`src/rtl/seg14_frame_driver_if.sv`:
```
// Pattern handshake between the sequencer and the 14-segment output stage.
// The sequencer is the master and the frame driver is the slave.
interface seg14_frame_driver_if;
   logic [13:0] pat_in;
   logic        pat_valid;
   logic        pat_ready;

   modport master (
      output pat_in,
      output pat_valid,
      input  pat_ready
   );

   modport slave (
      input  pat_in,
      input  pat_valid,
      output pat_ready
   );
endinterface

```
`src/rtl/seg14_frame_driver.sv`:
```
// 14-segment output stage: double-buffered pattern swapped on PWM frame
// boundaries, with brightness PWM, blink, lamp test and pin polarity.
module seg14_frame_driver #(
   parameter int unsigned PWM_BITS   = 4,
   parameter int unsigned BLINK_BITS = 6,
   parameter bit          ACTIVE_LOW = 1'b1
) (
   input  logic                clk,
   input  logic                rst_n,
   seg14_frame_driver_if.slave pat,
   input  logic [PWM_BITS-1:0] brightness,
   input  logic                blink_en,
   input  logic                lamp_test,
   output logic [13:0]         disp,
   output logic                frame_tick
);

   localparam logic [13:0] ALL_ON  = 14'h3FFF;
   localparam logic [13:0] PIN_OFF = ACTIVE_LOW ? 14'h3FFF : 14'h0000;

   logic [PWM_BITS-1:0]   r_pwm_ctr;
   logic [13:0]           r_pend;
   logic                  r_pend_full;
   logic [13:0]           r_act;
   logic [PWM_BITS-1:0]   r_br_q;
   logic [BLINK_BITS-1:0] r_blink_ctr;
   logic [13:0]           r_disp;
   logic                  r_frame_tick;

   logic                  w_boundary;
   logic                  w_accept;
   logic                  w_swap;
   logic                  w_on;
   logic                  w_blank;
   logic [13:0]           w_seg;
   logic [13:0]           w_pin;

   assign w_boundary = (r_pwm_ctr == {PWM_BITS{1'b1}});
   assign w_accept   = pat.pat_valid && !r_pend_full;
   // Swap needs a full buffer, accept needs an empty one: never both.
   assign w_swap     = w_boundary && r_pend_full;

   assign pat.pat_ready = !r_pend_full;

   always_comb begin
      w_on    = (r_pwm_ctr < r_br_q);
      w_blank = blink_en && r_blink_ctr[BLINK_BITS-1];
      w_seg   = 14'h0000;
      if (lamp_test) begin
         w_seg = ALL_ON;
      end else if (w_on && !w_blank) begin
         w_seg = r_act;
      end
      w_pin = ACTIVE_LOW ? ~w_seg : w_seg;
   end

   always_ff @(posedge clk or negedge rst_n) begin
      if (!rst_n) begin
         r_pwm_ctr <= '0;
      end else begin
         r_pwm_ctr <= r_pwm_ctr + 1'b1;
      end
   end

   always_ff @(posedge clk or negedge rst_n) begin
      if (!rst_n) begin
         r_pend      <= '0;
         r_pend_full <= 1'b0;
         r_act       <= '0;
      end else begin
         if (w_accept) begin
            r_pend      <= pat.pat_in;
            r_pend_full <= 1'b1;
         end else if (w_swap) begin
            r_act       <= r_pend;
            r_pend_full <= 1'b0;
         end
      end
   end

   always_ff @(posedge clk or negedge rst_n) begin
      if (!rst_n) begin
         r_br_q      <= '0;
         r_blink_ctr <= '0;
      end else if (w_boundary) begin
         r_br_q      <= brightness;
         r_blink_ctr <= r_blink_ctr + 1'b1;
      end
   end

   always_ff @(posedge clk or negedge rst_n) begin
      if (!rst_n) begin
         r_disp       <= PIN_OFF;
         r_frame_tick <= 1'b0;
      end else begin
         r_disp       <= w_pin;
         r_frame_tick <= w_boundary;
      end
   end

   assign disp       = r_disp;
   assign frame_tick = r_frame_tick;

endmodule

```
`src/flat_wrapper.sv`:
```
// flat-port wrapper written by rule: the top's interface ports become plain ports
module seg14_frame_driver_flat 
#(
   parameter int unsigned PWM_BITS   = 4,
   parameter int unsigned BLINK_BITS = 6,
   parameter bit          ACTIVE_LOW = 1'b1
)
  (clk, rst_n, brightness, blink_en, lamp_test, disp, frame_tick, pat_pat_in, pat_pat_valid, pat_pat_ready);
  seg14_frame_driver_if pat_i ();
  input  logic clk;
  input  logic rst_n;
  input  logic [PWM_BITS-1:0] brightness;
  input  logic blink_en;
  input  logic lamp_test;
  output logic [13:0] disp;
  output logic frame_tick;
  input wire logic [$bits(pat_i.pat_in)-1:0] pat_pat_in;
  input wire logic [$bits(pat_i.pat_valid)-1:0] pat_pat_valid;
  output wire logic [$bits(pat_i.pat_ready)-1:0] pat_pat_ready;
  assign pat_i.pat_in = pat_pat_in;
  assign pat_i.pat_valid = pat_pat_valid;
  assign pat_pat_ready = pat_i.pat_ready;
  seg14_frame_driver #(.PWM_BITS(PWM_BITS), .BLINK_BITS(BLINK_BITS), .ACTIVE_LOW(ACTIVE_LOW)) u_core (.clk(clk), .rst_n(rst_n), .pat(pat_i), .brightness(brightness), .blink_en(blink_en), .lamp_test(lamp_test), .disp(disp), .frame_tick(frame_tick));
endmodule
```
`config.mk`:
```
export PLATFORM = sky130hd
export DESIGN_NAME = seg14_frame_driver_flat
export DESIGN_NICKNAME = d
export VERILOG_FILES = /design/src/rtl/seg14_frame_driver_if.sv /design/src/rtl/seg14_frame_driver.sv /design/src/flat_wrapper.sv
export SDC_FILE = /design/constraint.sdc
export NUM_CORES = 1
export LEC_CHECK = 0
export BUFFER_PORTS_ARGS = -buffer_cell sky130_fd_sc_hd__buf_2
export CELL_PAD_IN_SITES_DETAIL_PLACEMENT = 0
export CELL_PAD_IN_SITES_GLOBAL_PLACEMENT = 1
export CORE_MARGIN = 4
export CORE_UTILIZATION = 45
export DETAILED_ROUTE_END_ITERATION = 8
export GPL_TIMING_DRIVEN = 0
export PLACE_DENSITY = 0.86
export REMOVE_ABC_BUFFERS = 1
export SYNTH_ARGS = -nofsm -noshare
export SYNTH_HDL_FRONTEND = slang
export SYNTH_SLANG_ARGS = --single-unit
```
`constraint.sdc`:
```
create_clock -name clk -period 2 [get_ports clk]
set_input_delay 0.2 -clock clk [delete_from_list [all_inputs] [get_ports clk]]
set_output_delay 0.2 -clock clk [all_outputs]
set_load 0.02 [all_outputs]
```
==> summary by stage <==
Outcome
The flow ran to the end, and the final reports show no timing, DRC or antenna violations.

Route
The remaining antenna violation count is 0. For this block, the initial DRC count from the detailed router was 70. Dividing the detail-routed wire length by the instance count gives 14.6 µm.

The pre-antenna-repair detailed-routing pass consisted of 4 iterations. In the routed layout, each cell is associated on average with a via count of 4.82. Summed over all layers, the routed wires come to 3890 µm. The via count is 1283. The number of design rule violations left after detail routing is 0.

STA
For this run, the top clock speed supported by timing is 550 MHz. After layout, the minimum clock period comes to 1.82 ns. The headroom to the max-slew limit is 0.475. The final count of negative-setup-slack endpoints is 0. In the finished design, the share of the clock period the worst path needs comes to 0.909. The number of max-slew violations in the final report is 0. Setup repair after global routing left no endpoint under its margin. The measured slew at the worst slew-check pin is 0.784 ns. The clock arrives with 0.00856 ns of skew.

The number of failing hold endpoints at the final stage came to 0.

Logic synthesis
The number of warnings reported in the yosys synthesis log is 0. In this run the cell area of the synthesized design comes to 2220 µm². The count of unique library cells instantiated by Yosys is 26. The post-synthesis cell count is 150. The area fraction in compound gates after synthesis is 0.0525. A synthesized cell averages 14.8 µm². Of the post-synthesis cell area, the dominant cell type holds 0.496. Of the post-synthesis cell area, the part taken by muxes is 0.157. The post-synthesis xor/xnor area fraction is 0.0276. After synthesis, the largest family of logic cells by area is multiplexers. By area the synthesized netlist is led by dfrtp_1 50%, dfstp_2 17%, mux2_2 9.6%, mux2_4 6.1%, a21oi_1 3.2%. The adder-cell share of the synthesized area is 0.0282. The biggest area contributor in the post-synthesis netlist is dfrtp_1. The flip-flop and latch count after synthesis is 58. The share of synthesized area occupied by flip-flops and latches is 0.662. The simple-gate area share of the yosys netlist is 0.0451.

Cells and area
At the end of the flow, the number of nets in the layout was 222. The proportion of layout cells with a drive suffix above 1 is 0.492. The final cell area excluding filler cells is 2680 µm². The area growth from synthesis to final layout is 20.8%. The final design utilization is 0.563. The antenna diode count is 0.

Worst setup path
The arrival time reported for the critical path endpoint is 2.05 ns. The number of cells traversed by the worst register-to-register path is 4. Of all nets on the critical path, the largest fanout is 14. The worst register-to-register path has a setup slack of 0.18 ns. STA classifies the critical path endpoint as a flop.

The endpoint identified for the worst register-to-register timing path is u_core.disp[5]. The worst setup path is launched from a flop. The critical path class is reg2reg. The startpoint of the lowest-slack register-to-register path is u_core.r_pwm_ctr[3]. At the worst endpoint, the required time is 2.23 ns.

Clocking
The root buffer cell is clkbuf_8. After clock tree synthesis, the clock-pin slew on the worst setup and hold paths is 0.07 ns. Counting the buffers created by CTS gives 9.

In this run the post-CTS setup repair buffer count came out at 0. Counting every sink on the clock net gives 58. The TritonCTS clock tree is yes. The maximum count of clock buffers along a single path is 2. The H-tree generated during clock tree synthesis spans 3 levels.

The clock latency at the later pin of the worst-skew pair is 0.33 ns.

Global route
In the global route stage, overall resource usage came out at 0.145. For this run, global-route usage on met3 was measured as 0.0493. The number of global-route vias before repair is 1387. The largest net degree at the start of global routing is 59.

The first global-routing pass estimated 6600 µm of wire. The most used routing layer in global routing is met2. For this run the aggregate overflow at the end of global routing stands at 0. The global-route track usage on met1 is 0.173. The number of antenna violations at the first check in global routing is 0. For met2 alone, demand over resource in global routing was 0.217.

Floorplanning
Row generation in the floorplan step produced 25 rows. 39 I/O pins were placed. For this configuration, the core starts out at a cell density of 0.467. The die outline area is 6120 µm². The width of the die is 78.2 µm. The floorplan die height is 78.2 µm.

The standard cell core area is 4750 µm².

Hold path
In this run the most critical hold path is launched from brightness[0]. For hold timing, the worst endpoint is u_core.r_br_q[0]. The min-delay analysis places its worst path in the category in2reg. The instance count along the most critical hold path is 3.

Place
The number of I/O port buffers is 38. The congestion estimate from routability-driven global placement came to 0.716. The post-DP HPWL is 2570 µm.

The instance area at placement is 2460 µm².

Power and ir drop
The largest vdd supply drop is 0.485 mV. The power density relative to cell area is 1020 nW/µm². In this run the static leakage power is 1.28 nW.

Flow run
The count of maximum capacitance violations is 0.
[repair_timing]
item	CTS	global route
gates resized for setup	1	0
endpoints found under the hold margin	0	44
hold buffers	0	1
setup endpoints to repair	14	0
[synthesized netlist by cell type, drive strengths merged]
master and count:
a21oi 14, nor2b 1, a221oi 1, xnor2 6, o21a 2, xor2 1, ha 5, and3 1
o21ai 3, nand3 2, inv 5, nand2 12, dfrtp 44, clkbuf 2, clkinv 1, nor3b 1
nand4 2, o211ai 1, dfstp 14, buf 4, mux2 28
[worst max-delay path, stage by stage (launching register included)]
cell and delay (ns):
dfrtp_1 0.42, ha_1 0.31, a221oi_1 0.31, o21a_1 0.52
a21oi_1 0.16
[stage by stage]
step                hold slack [ns]  setup WS, ns  power [mW]  TNS (ns)  cells
floorplan                   -0.0956         0.387        1.54         0    144
global placement              0.392        0.0289        1.64         0    249
detailed placement            0.401       -0.0665        1.65    -0.827    249
CTS                          0.0523         0.161        2.77         0    265
global route                 0.0590        0.0615        2.87         0    266
finish                       0.0747         0.182        2.73         0    266
[sequential cells by signal, indices dropped and copies added (netlist names)]
name,flops
u_core.r_pwm_ctr,4
u_core.r_blink_ctr,6
u_core.frame_tick,1
u_core.r_pend_full,1
u_core.r_br_q,4
u_core.r_pend,14
u_core.disp,14
u_core.r_act,14
[worst max-delay path by stage]
stage / start / endpoint / cells after the start
floorplan: u_core.r_pend_full / u_core.r_pend[0] / 2
global placement: u_core.r_pend_full / u_core.r_pend[6] / 2
detailed placement: u_core.r_pend_full / u_core.r_pend[9] / 2
CTS: u_core.r_pwm_ctr[3] / u_core.disp[12] / 4
global route: u_core.r_pwm_ctr[3] / u_core.disp[10] / 4
finish: u_core.r_pwm_ctr[3] / u_core.disp[5] / 4
[cell type report]
class                      instances  area [µm²]
tap                               67        83.8
inverter                           6        23.8
sequential                        58        1470
multi-input combinational         80         692
clock buffer                      14         173
timing repair buffer              39         203
clock inverter                     2        35.0
fill                             417        2080
[power breakdown]
part           internal [mW]  total [mW]  switching, mW
combinational          0.133       0.262          0.129
sequential              1.31        1.37         0.0567
clock                  0.676        1.10          0.425
total                   2.12        2.73          0.611
[kinds of logic (layout without fill, tap and decap cells)]
logic type	after synthesis	in the layout
buf+inv	12	61
mux	28	28
flops	58	58
compound gates	21	21
xor+xnor	7	7
fa+ha+maj	5	5
simple gates	19	19
[layer usage]
| layer | wire [µm] | part of all wire |
|---|---|---|
| met5 | 0 | 0 |
| met2 | 1820 | 0.47 |
| met1 | 1730 | 0.44 |
| met3 | 244 | 0.063 |
| met4 | 102 | 0.026 |
[layout by cell type (no fill, tap or decap), drive strengths merged]
cell and n:
a21oi 14, a221oi 1, and3 1, buf 38
bufinv 1, clkbuf 14, clkinv 2, dfrtp 44
dfstp 14, dlygate4sd3 1, ha 5, inv 5
mux2 28, nand2 12, nand3 2, nand4 2
nor2b 1, nor3b 1, o211ai 1, o21a 2
o21ai 3, xnor2 6, xor2 1
No activity file was read; power rests on OpenSTA's default activity.
